[config.mk]
export PLATFORM = sky130hd
export DESIGN_NAME = uart_rx_flat
export DESIGN_NICKNAME = d
export VERILOG_FILES = /design/src/rtl/uart_pkg.sv /design/src/rtl/uart_rx_if.sv /design/src/rtl/sync_2ff.sv /design/src/rtl/uart_rx.sv /design/src/flat_wrapper.sv
export SDC_FILE = /design/constraint.sdc
export NUM_CORES = 1
export LEC_CHECK = 0
export ABC_CLOCK_PERIOD_IN_PS = 2500
export CAP_MARGIN = 25
export CORE_UTILIZATION = 55
export CTS_CLUSTER_DIAMETER = 40
export DETAILED_ROUTE_END_ITERATION = 6
export PLACE_DENSITY = 0.77
export RECOVER_POWER = 25
export SETUP_SLACK_MARGIN = 0.5
export SLEW_MARGIN = 20
export SYNTH_ARGS = -nofsm -noshare
export SYNTH_HDL_FRONTEND = slang
export SYNTH_SLANG_ARGS = --single-unit
[constraint.sdc]
create_clock -name aclk -period 2.5 [get_ports aclk]
set_input_delay 0.375 -clock aclk [delete_from_list [all_inputs] [get_ports aclk]]
set_output_delay 0.375 -clock aclk [all_outputs]
set_load 0.005 [all_outputs]
[src/rtl/uart_pkg.sv]
// Shared types and constants for the UART receive path.
package uart_pkg;

    // 100 MHz aclk / 115200 baud
    localparam int CLKS_PER_BIT_DEF = 868;

    typedef enum logic [2:0] {
        IDLE  = 3'd0,
        START = 3'd1,
        DATA  = 3'd2,
        STOP  = 3'd3,
        BREAK = 3'd4
    } state_t;

endpackage

[src/rtl/uart_rx_if.sv]
// Single-beat AXI4-Stream byte channel from the UART receiver to the framer.
interface uart_rx_if;
    logic       tvalid;
    logic       tready;
    logic [7:0] tdata;

    modport master (
        output tvalid,
        output tdata,
        input  tready
    );

    modport slave (
        input  tvalid,
        input  tdata,
        output tready
    );
endinterface

[src/rtl/sync_2ff.sv]
// Generic single-bit two-flop synchronizer with a selectable reset value.
module sync_2ff #(
    parameter logic RST_VAL = 1'b1
) (
    input  logic i_clk,
    input  logic i_rst,
    input  logic i_d,
    output logic o_q
);
    logic r_meta;
    logic r_sync;

    // Two back-to-back flops; the first may go metastable, the second settles it.
    always_ff @(posedge i_clk) begin
        if (i_rst) begin
            r_meta <= RST_VAL;
            r_sync <= RST_VAL;
        end else begin
            r_meta <= i_d;
            r_sync <= r_meta;
        end
    end

    assign o_q = r_sync;
endmodule

[src/rtl/uart_rx.sv]
// 8N1 UART receiver with mid-bit sampling and an AXI4-Stream byte output.
//
//   state | meaning
//   ------+------------------------------------------------------------
//   IDLE  | line idle, waiting for a low level on the synchronized line
//   START | half-bit wait, then confirm the start bit is still low
//   DATA  | sample eight data bits, LSB first, one per bit period
//   STOP  | sample the stop bit, deliver the byte or flag a framing error
//   BREAK | line held low after a bad stop bit, wait for it to go high
module uart_rx
    import uart_pkg::*;
#(
    parameter int CLKS_PER_BIT = CLKS_PER_BIT_DEF
) (
    input  logic      aclk,
    input  logic      areset,
    input  logic      uart_rxd,
    uart_rx_if.master rxbyte,
    output logic      frame_error,
    output logic      overrun
);
    localparam int            CW       = $clog2(CLKS_PER_BIT);
    localparam logic [CW-1:0] BIT_END  = CW'(CLKS_PER_BIT - 1);
    localparam logic [CW-1:0] HALF_END = CW'(CLKS_PER_BIT / 2 - 1);

    state_t        r_state;
    state_t        w_state_nxt;
    logic [CW-1:0] r_cnt;
    logic [2:0]    r_idx;
    logic [7:0]    r_shift;
    logic          r_tvalid;
    logic [7:0]    r_tdata;
    logic          r_frame_error;
    logic          r_overrun;

    logic          w_rxd_s;
    logic          w_cnt_run;
    logic          w_cnt_clr;
    logic          w_shift_en;
    logic          w_stop_ok;
    logic          w_stop_bad;
    logic          w_enter_data;
    logic          w_xfer;
    logic          w_load;

    sync_2ff #(
        .RST_VAL (1'b1)
    ) u_sync_rxd (
        .i_clk (aclk),
        .i_rst (areset),
        .i_d   (uart_rxd),
        .o_q   (w_rxd_s)
    );

    // State register.
    always_ff @(posedge aclk) begin
        if (areset) begin
            r_state <= IDLE;
        end else begin
            r_state <= w_state_nxt;
        end
    end

    // Next-state decode and per-cycle sampling strobes.
    always_comb begin
        w_state_nxt  = r_state;
        w_cnt_run    = 1'b0;
        w_shift_en   = 1'b0;
        w_stop_ok    = 1'b0;
        w_stop_bad   = 1'b0;
        w_enter_data = 1'b0;
        w_cnt_clr    = 1'b0;
        case (r_state)
            IDLE: begin
                if (!w_rxd_s) begin
                    w_state_nxt = START;
                end
            end
            START: begin
                w_cnt_run = 1'b1;
                if (r_cnt == HALF_END) begin
                    if (w_rxd_s) begin
                        w_state_nxt = IDLE;
                    end else begin
                        w_state_nxt  = DATA;
                        w_enter_data = 1'b1;
                    end
                end
            end
            DATA: begin
                w_cnt_run = 1'b1;
                if (r_cnt == BIT_END) begin
                    w_shift_en = 1'b1;
                    if (r_idx == 3'd7) begin
                        w_state_nxt = STOP;
                    end
                end
            end
            STOP: begin
                w_cnt_run = 1'b1;
                if (r_cnt == BIT_END) begin
                    if (w_rxd_s) begin
                        w_stop_ok   = 1'b1;
                        w_state_nxt = IDLE;
                    end else begin
                        w_stop_bad  = 1'b1;
                        w_state_nxt = BREAK;
                    end
                end
            end
            BREAK: begin
                if (w_rxd_s) begin
                    w_state_nxt = IDLE;
                end
            end
            default: begin
                w_state_nxt = IDLE;
            end
        endcase
        // Every bit sample restarts the bit timer, as does every state change.
        w_cnt_clr = (w_state_nxt != r_state) || w_shift_en;
    end

    // Bit timer, bit index and shift register.
    always_ff @(posedge aclk) begin
        if (areset) begin
            r_cnt   <= '0;
            r_idx   <= '0;
            r_shift <= '0;
        end else begin
            if (w_cnt_clr || !w_cnt_run) begin
                r_cnt <= '0;
            end else begin
                r_cnt <= r_cnt + 1'b1;
            end
            if (w_enter_data) begin
                r_idx <= '0;
            end else if (w_shift_en) begin
                r_idx <= r_idx + 1'b1;
            end
            if (w_shift_en) begin
                r_shift[r_idx] <= w_rxd_s;
            end
        end
    end

    assign w_xfer = r_tvalid && rxbyte.tready;
    // A completed byte can only land if the holding register is empty or draining now.
    assign w_load = w_stop_ok && (!r_tvalid || rxbyte.tready);

    // Output holding register and one-cycle status pulses.
    always_ff @(posedge aclk) begin
        if (areset) begin
            r_tvalid      <= 1'b0;
            r_tdata       <= '0;
            r_frame_error <= 1'b0;
            r_overrun     <= 1'b0;
        end else begin
            r_frame_error <= w_stop_bad;
            r_overrun     <= w_stop_ok && !w_load;
            if (w_load) begin
                r_tdata  <= r_shift;
                r_tvalid <= 1'b1;
            end else if (w_xfer) begin
                r_tvalid <= 1'b0;
            end
        end
    end

    assign rxbyte.tvalid = r_tvalid;
    assign rxbyte.tdata  = r_tdata;
    assign frame_error   = r_frame_error;
    assign overrun       = r_overrun;
endmodule

[src/flat_wrapper.sv]
// flat-port wrapper written by rule: the top's interface ports become plain ports
module uart_rx_flat import uart_pkg::*;
#(
    parameter int CLKS_PER_BIT = CLKS_PER_BIT_DEF
)
  (aclk, areset, uart_rxd, frame_error, overrun, rxbyte_tvalid, rxbyte_tdata, rxbyte_tready);
  uart_rx_if rxbyte_i ();
  input  logic aclk;
  input  logic areset;
  input  logic uart_rxd;
  output logic frame_error;
  output logic overrun;
  output wire logic [$bits(rxbyte_i.tvalid)-1:0] rxbyte_tvalid;
  output wire logic [$bits(rxbyte_i.tdata)-1:0] rxbyte_tdata;
  input wire logic [$bits(rxbyte_i.tready)-1:0] rxbyte_tready;
  assign rxbyte_tvalid = rxbyte_i.tvalid;
  assign rxbyte_tdata = rxbyte_i.tdata;
  assign rxbyte_i.tready = rxbyte_tready;
  uart_rx #(.CLKS_PER_BIT(CLKS_PER_BIT)) u_core (.aclk(aclk), .areset(areset), .uart_rxd(uart_rxd), .rxbyte(rxbyte_i), .frame_error(frame_error), .overrun(overrun));
endmodule
**Word level (Yosys, flattened, before mapping)**

Cells that the tools add are included.

- Bits in registers: 37
- Input bits: 4
- Output and inout bits: 11
- Word-level logic and storage cells: 63

- Add/subtract/negate cells: 2
- $lt $le $gt $ge: 2
- Equality and inequality tests: 8
- Multiplexer cells: 23
- Bitwise logic cells: 2
- Reductions and logical operators: 16

Operators by type and width:

| operator | count |
|---|---|
| two-way mux 3 bit | 7 |
| one-hot mux 3 bit (5 select lines) | 1 |
| two-way mux 1 bit | 12 |
| adder 10 x 1 -> 10 bit (second input constant) | 1 |
| equality test 10 bit (second input constant) | 1 |
| equality test 10 x 9 -> 1 bit (second input constant) | 1 |
| bitwise mux 8 bit | 1 |
| equality test 3 x 2 -> 1 bit (second input constant) | 2 |
| equality test 3 bit (second input constant) | 2 |
| OR reduction 3 bit | 2 |
| logical AND 1 bit | 4 |
| < comparator 3 x 4 -> 1 bit (second input constant) | 1 |
| OR reduction 2 bit | 2 |
| adder 3 x 1 -> 3 bit (second input constant) | 1 |
| demux 1 bit (select 3 bit) | 1 |
| equality test 3 x 1 -> 1 bit (second input constant) | 1 |
| >= comparator 3 x 1 -> 1 bit (second input constant) | 1 |
| zero test 1 bit | 3 |
| zero test 3 bit | 1 |
| logical OR 1 bit | 3 |
| inequality test 3 bit | 1 |
| two-way mux 2 bit | 1 |
| inverter 1 bit | 2 |
| nonzero test 2 bit | 1 |

**Longest topological paths before layout**

Gate-level depths: netlist of the first run.

- Depth after elaboration: 8
- Mapped depth: 7
- Gate-level depth less buffers: 6

**Cells and area by module**

Synthesis of the first run repeated with hierarchy kept, for this count alone.

- Cells, all modules: 196
- Area total of the unflattened synthesis: 1710.4 um^2

By module, submodules not included:

| module | instances | cells each | area an instance (um^2) | seq. area each (um^2) |
|---|---|---|---|---|
| uart_rx | 1 | 192 | 1657.8 | 700.7 |
| sync_2ff | 1 | 4 | 52.6 | 40.0 |

**Worst setup path after synthesis of the first run**

Ideal clock, no wire load.

- Kind: register to register
- From: reg u_core.r_cnt[0]
- To: reg u_core.r_cnt[7]
- Data arrival time: 1.647 ns
- Required time: 2.438 ns
- Path slack: 0.792 ns
- Cell stages (with the launch flop): 8
- Path buffers: 2
- Clock period less this slack: 1.708 ns
- Path through: dfxtp_1 > ha_1 > nor4bb_4 > buf_6 > and4_1 > a2111o_1 > buf_6 > nor2_2

- Cells in the longest elaborated chain, start to end: 7
- Elaborated cells between the ends (all ways): 13

Ends and longest elaborated chain:

| what | line | text |
|---|---|---|
| from (decl) | uart_rx.sv:28 | `logic [CW-1:0] r_cnt;` |
| from (signal assigned) | uart_rx.sv:134 | `r_cnt <= r_cnt + 1'b1;` |
| equality test 10 bit or equality test 10 x 9 -> 1 bit (tied branches) | uart_rx.sv:92, uart_rx.sv:101, uart_rx.sv:81 |  |
| two-way mux 3 bit, on equally long branches | uart_rx.sv:101, uart_rx.sv:81, uart_rx.sv:92 |  |
| one-hot mux 3 bit (5 select lines) | uart_rx.sv:73 | `case (r_state)` |
| inequality test 3 bit | uart_rx.sv:121 | `w_cnt_clr = (w_state_nxt != r_state) \|\| w_shift_en;` |
| logical OR 1 bit | uart_rx.sv:121 |  |
| logical OR 1 bit | uart_rx.sv:131 | `if (w_cnt_clr \|\| !w_cnt_run) begin` |
| OR reduction 2 bit (no source line) | n/a |  |

Several ways; a longest one is shown, not always the timed one.
A chain may end at the register's enable or synchronous reset.

**Worst setup path after layout of the first run**

- From: reg u_core.r_cnt[0]
- To: reg u_core.r_cnt[6]

The elaborated chain is that of the path after synthesis.

==> flow_summary.json, run 1 <==
{
  "die_h_um": 58.54,
  "crit_top_cell": "buf_4",
  "end_kind": "register",
  "syn-cell-area_um2": 1758,
  "setup_tns_ns": 0,
  "grt_pass1_vias": 1323,
  "ir_drop_mv": 0.3141,
  "synth_edf_count": 0,
  "rsz0062_at_grt": "no",
  "r2r-end": "u_core.r_cnt[6]$_SDFF_PP0_",
  "cp_max_fo": 8,
  "crit_required_ns": 2.77,
  "reg2reg_slack_ns": 0.58,
  "cellLeakagePower_nw": 0.6662,
  "path_class": "register to register",
  "grt_max_degree": 25,
  "startpoint_type": "register",
  "drc": 0,
  "numCtsBuffers": 5,
  "grt_overflow": 0,
  "clockBufferDepth": 2,
  "max_slew_margin_pct": 27.40,
  "post-dp-hpwl_um": 2441,
  "path_cells": "ha_1, nor4bb_4, buf_4, buf_4, and4_1, a2111o_2, nor2_2",
  "reg2reg_depth": 7,
  "synth_top_area_share_pct": 42.14,
  "synthArstFlopShare_pct": 0,
  "setup_ws_ns": 0.5797,
  "cellPowerDensity_nw_per_um2": 474.8,
  "netlist-cell-type-count": 40,
  "fin_hold_ws_ns": 0.4260,
  "area_growth_pct": 11.67,
  "yosys_warnings": 0,
  "holdPathStages": 1,
  "place.gp.congestion": 0.8055,
  "die_area_um2": 3426,
  "root_buffer": "clkbuf_4",
  "insertion_delay_ns": 0.33,
  "hold_path_class": "register to register",
  "min-delay-start": "u_core.u_sync_rxd.r_meta$_SDFF_PP1_",
  "initial_utilization_pct": 57.58,
  "cts_tree": "yes",
  "synthFlopType": "dfxtp_1",
  "whs_endpoint": "u_core.u_sync_rxd.o_q$_SDFF_PP1_",
  "setup_violations": 0,
  "rows": 20,
  "grt_usage_pct": 22.47,
  "hold_violations": 0,
  "clock-sinks": 37,
  "ioPinCount": 15,
  "finalCritPeriodShare_pct": 76.81,
  "ys_seq_elements": 37,
  "synthCells": 191,
  "first_iter_violations": 60,
  "syn_nets": 199,
  "synth_area_leader_cell": "dfxtp_1",
  "skew_ns": 0.001819,
  "path_clk_slew_ns": 0.10,
  "status": "finished clean",
  "fin_crit_ns": 1.920,
  "portBuffers": 14,
  "first_pass_iters": 4,
  "htreeDepth": 2,
  "core_area_um2": 3053,
  "drv_cap": 0,
  "ant_nets": 0,
  "dp_slack_ns": 0.4743,
  "die_x_um": 58.54,
  "antenna_cells": 0,
  "drive_gt1_share_pct": 15.20,
  "antenna_found_initial": 0,
  "max_stage_delay_ns": 0.44,
  "grt_pass1_wl_um": 5761,
  "fin_nets": 212,
  "crit_slowest_cell": "a2111o_2",
  "arrival_ns": 2.19,
  "ys_seq_area_share_pct": 42.14,
  "synth_area_leaders": "dfxtp_1 (42%), a21oi_1 (5.4%), o21ai_0 (4.6%), nand3_1 (4.3%), nand4_1 (3.6%)",
  "post_drt_wl_per_cell_um": 14.29,
  "tightest_slew_ns": 1.089,
  "totalWireLength_um": 3545,
  "synth_area_per_cell_um2": 9.204,
  "worst-path-buf-inv": 2,
  "drv_slew": 0,
  "r2r_start": "u_core.r_cnt[0]$_SDFF_PP0_",
  "num_vias": 1446,
  "path_delay_family": "simple AND/OR/NAND/NOR gates",
  "vias_per_cell": 5.831,
  "fmax_mhz": 520.8,
  "synth.most_common_cell": "dfxtp_1",
  "cts_hold_buf": 0,
  "synthTopCellsByCount": "dfxtp_1 (37), a21oi_1 (19), o21ai_0 (16)"
}
## stage by stage
stage | power, mW | std cells | cell area (um2) | utilization [%]
floorplan | 0.6265 | 191 | 1758 | -
global placement | 0.6341 | 236 | 1867 | 61.15
detailed placement | 0.6355 | 236 | 1867 | 61.15
CTS | 0.9406 | 243 | 1924 | 63.03
global route | 0.9690 | 248 | 1963 | 64.30
finish | 0.9321 | 248 | 1963 | 64.30
## cells in the final DEF, fill, tap and decap left out, drive strengths merged, types with 2 or more instances in the layout
cell type and n:
nor2b 3, nor3b 2, ha 4, a21oi 19, mux2i 2, and3 2, a2111o 2, a211oi 2
or2 3, nand2b 4, nor4bb 3, xor2 6, nor2 15, and2 3, clkdlybuf4s50 3, nor4b 2
clkbuf 8, and4 4, dlygate4sd3 11, xnor2 2, inv 3, nor3 2, o21ai 16, nand3 15
nand2 4, nand4b 4, buf 6, nand4 10, dfxtp 37
## flip-flops by register name (all words and copies together), names as in the netlist
register and count:
u_core.rxbyte.tdata 8, u_core.r_cnt 10, u_core.overrun 1, u_core.r_state 3, u_core.u_sync_rxd.r_meta 1, u_core.r_idx 3, u_core.u_sync_rxd.o_q 1, u_core.r_shift 8
u_core.rxbyte.tvalid 1, u_core.frame_error 1
## routing by layer
metal | vias up | routed length, um | GRT usage, %
met5 | - | 0 | 0
met4 | 0 | 71 | 13.61
met3 | 6 | 116 | 3.956
met2 | 42 | 1718 | 36.78
met1 | 682 | 1638 | 27.62
li1 | 716 | - | -
## worst max-delay path by stage
stage / depth (start not counted) / start / to
after global routing: 7 / u_core.r_cnt[0]$_SDFF_PP0_ / u_core.r_cnt[6]$_SDFF_PP0_
after global placement: 5 / u_core.r_cnt[0]$_SDFF_PP0_ / u_core.r_idx[1]$_SDFFE_PP0P_
after floorplan: 7 / u_core.r_cnt[0]$_SDFF_PP0_ / u_core.r_cnt[7]$_SDFF_PP0_
after CTS: 5 / u_core.r_cnt[0]$_SDFF_PP0_ / u_core.rxbyte.tdata[7]$_SDFFE_PP0P_
after detailed placement: 5 / u_core.r_cnt[0]$_SDFF_PP0_ / u_core.r_idx[1]$_SDFFE_PP0P_
final: 7 / u_core.r_cnt[0]$_SDFF_PP0_ / u_core.r_cnt[6]$_SDFF_PP0_
## area by class of cell
class	count	area [um2]
flip-flops and latches	37	742.0
repair buffers	21	188.9
clock buffers	7	55.05
inverters	3	11.26
well taps	44	55.05
multi-input cells	136	910.9
fillers	267	1090
## power by group
part | total (mW) | internal, mW | leakage, nW | switching (mW)
Sequential | 0.596 | 0.592 | 0.299 | 0.00441
Combinational | 0.0265 | 0.0108 | 0.336 | 0.0157
Clock | 0.309 | 0.133 | 0.0314 | 0.176
## timing repair
item,CTS,global route
gates cloned,0,1
gates resized for setup,2,1
endpoints found under the setup margin,20,29
setup buffers,0,4
hold endpoints to repair,0,0
pin swaps,0,2
## cells by family (layout without fill, tap and decap cells)
kind of cell               Yosys count  in the layout  synth area share (%)
and+or+nand+nor                     79             79                 29.25
adders and majority gates            4              4                 2.847
xor gates and xnor gates             8              8                 3.986
buffers and inverters               19             31                 6.832
muxes                                2              2                 1.139
DFF                                 37             37                 42.14
AOI/OAI and AO/OA                   42             43                 13.81
Power figures use the tool's default switching activity.
==> run 2, diff against run 1 <==
--- a/config.mk
+++ b/config.mk
@@ -5,7 +5,7 @@
 export SDC_FILE = /design/constraint.sdc
 export NUM_CORES = 1
 export LEC_CHECK = 0
-export ABC_CLOCK_PERIOD_IN_PS = 2500
+export ABC_CLOCK_PERIOD_IN_PS = 1850
 export CAP_MARGIN = 25
 export CORE_UTILIZATION = 55
 export CTS_CLUSTER_DIAMETER = 40
==> constraint.sdc (replaced) <==
create_clock -name aclk -period 1.85 [get_ports aclk]
set_input_delay 0.2775 -clock aclk [delete_from_list [all_inputs] [get_ports aclk]]
set_output_delay 0.2775 -clock aclk [all_outputs]
set_load 0.005 [all_outputs]
==> flow_summary.json, run 2 (synthesis gave the netlist of run 1 again) <==
{
  "status": "finished clean",
  "path_clk_slew_ns": 0.11,
  "placed_cells": 242,
  "grt_pass1_vias": 1503,
  "core_area_um2": 3053,
  "tightest_slew_ns": 0.9743,
  "totalWireLength_um": 4150,
  "max_stage_delay_ns": 0.39,
  "ant_nets": 0,
  "fin_nets": 228,
  "fmax_mhz": 589.6,
  "die_area_um2": 3426,
  "rsz0062_at_grt": "yes",
  "clock-sinks": 37,
  "clockBufferDepth": 2,
  "largest_register_ffs": 10,
  "finalCritPeriodShare_pct": 91.68,
  "arrival_ns": 1.90,
  "crit_slowest_cell": "dfxtp_4",
  "fillerInstances": 243,
  "num_vias": 1560,
  "die_h_um": 58.54,
  "end_kind": "register",
  "top_register": "u_core.r_cnt",
  "post_drt_wl_per_cell_um": 15.66,
  "first_pass_iters": 4,
  "path_delay_family": "buffers and inverters",
  "cellPowerDensity_nw_per_um2": 551.4,
  "antenna_cells": 0,
  "antenna_found_initial": 0,
  "crit_top_cell": "buf_6",
  "startpoint_type": "register",
  "vias_per_cell": 5.887,
  "drive_gt1_share_pct": 37.56,
  "hold_path_class": "register to register",
  "fin_util_pct": 74.39,
  "hold_violations": 0,
  "cts_tree": "yes",
  "portBuffers": 14,
  "worst-path-buf-inv": 3,
  "place.gp.congestion": 0.8563,
  "skew_ns": 0.005006,
  "root_buffer": "clkbuf_4",
  "grt_pass1_wl_um": 6789,
  "htreeDepth": 2,
  "post-dp-hpwl_um": 2549,
  "final_common_cell": "dfxtp_1",
  "drv_cap": 0,
  "die_x_um": 58.54,
  "setup_tns_ns": 0,
  "cellLeakagePower_nw": 0.8150,
  "first_iter_violations": 66,
  "instances_no_fill": 265,
  "numCtsBuffers": 5,
  "max_slew_margin_pct": 34.92,
  "fin_crit_ns": 1.696,
  "drc": 0,
  "rows": 20,
  "layout_common_cells": "dfxtp_1 (32), a21oi_1 (13), nand3_1 (13), buf_4 (12)",
  "path_cells": "ha_4, nor4bb_4, buf_4, buf_6, nand4_1, buf_6, o21ai_2, a21oi_1",
  "grt_overflow": 0,
  "path_class": "register to register",
  "cp_max_fo": 5,
  "grt_max_degree": 25,
  "grt_usage_pct": 26.52,
  "initial_utilization_pct": 57.58,
  "ir_drop_mv": 0.4129,
  "setup_violations": 0,
  "area_growth_pct": 29.18,
  "ioPinCount": 15,
  "drv_slew": 0,
  "crit_required_ns": 2.05,
  "insertion_delay_ns": 0.33
}
run 2: routing by layer:
layer,track usage (%),routed length [um]
met1,32.45,1812
met2,44.83,2108
met3,6.374,157
met4,10.88,72
met5,0,0
run 2: layout make-up:
class	count	area (um2)	share of cell area [%]
Multi-Input combinational cell	135	1047	46.12
Inverter	3	11.26	0.4959
Clock buffer	6	41.29	1.818
Tap cell	44	55.05	2.424
Clock inverter	2	10.01	0.4408
Sequential cell	37	752.0	33.11
Timing Repair Buffer	38	354.1	15.59
run 2: power breakdown:
group          total [mW]  leakage, nW  internal [mW]  switching [mW]
sequential          0.804        0.302          0.798         0.00674
combinational      0.0455        0.481         0.0210          0.0245
clock               0.402       0.0320          0.145           0.257
run 2: worst reg2reg max path, cell delays in order (launching register included):
cell	delay, ns
dfxtp_4	0.39
ha_4	0.14
nor4bb_4	0.18
buf_4	0.19
buf_6	0.11
nand4_1	0.15
buf_6	0.20
o21ai_2	0.12
a21oi_1	0.08
run 2: worst paths after layout:
kind / startpoint / end / slack, ns / cells past startpoint
worst max-delay path: u_core.r_cnt[1]$_SDFF_PP0_ / u_core.rxbyte.tdata[4]$_SDFFE_PP0P_ / 0.15 / 8
worst min-delay path: u_core.u_sync_rxd.r_meta$_SDFF_PP1_ / u_core.u_sync_rxd.o_q$_SDFF_PP1_ / 0.43 / 1
worst max register to register: u_core.r_cnt[1]$_SDFF_PP0_ / u_core.rxbyte.tdata[4]$_SDFFE_PP0P_ / 0.15 / 8
worst min register to register: u_core.u_sync_rxd.r_meta$_SDFF_PP1_ / u_core.u_sync_rxd.o_q$_SDFF_PP1_ / 0.43 / 1
run 2: what timing repair did:
item                       4_1_cts  5_1_grt
setup endpoints to repair       46       35
gates resized for setup         62       17
hold buffers                     0        0
pin swaps                       17       12
gates cloned                     2        0
buffers inserted                12        1
run 2: metrics by stage:
stage	cell area (um2)	total power, mW	hold slack, ns	setup slack [ns]
floorplan	1777	0.8474	0.3813	0.3113
global placement	1941	0.8622	0.3998	0.1925
detailed placement	1941	0.8645	0.4163	0.1554
CTS	2207	1.258	0.4429	0.1425
global route	2271	1.296	0.4482	0.08781
finish	2271	1.252	0.4344	0.1539
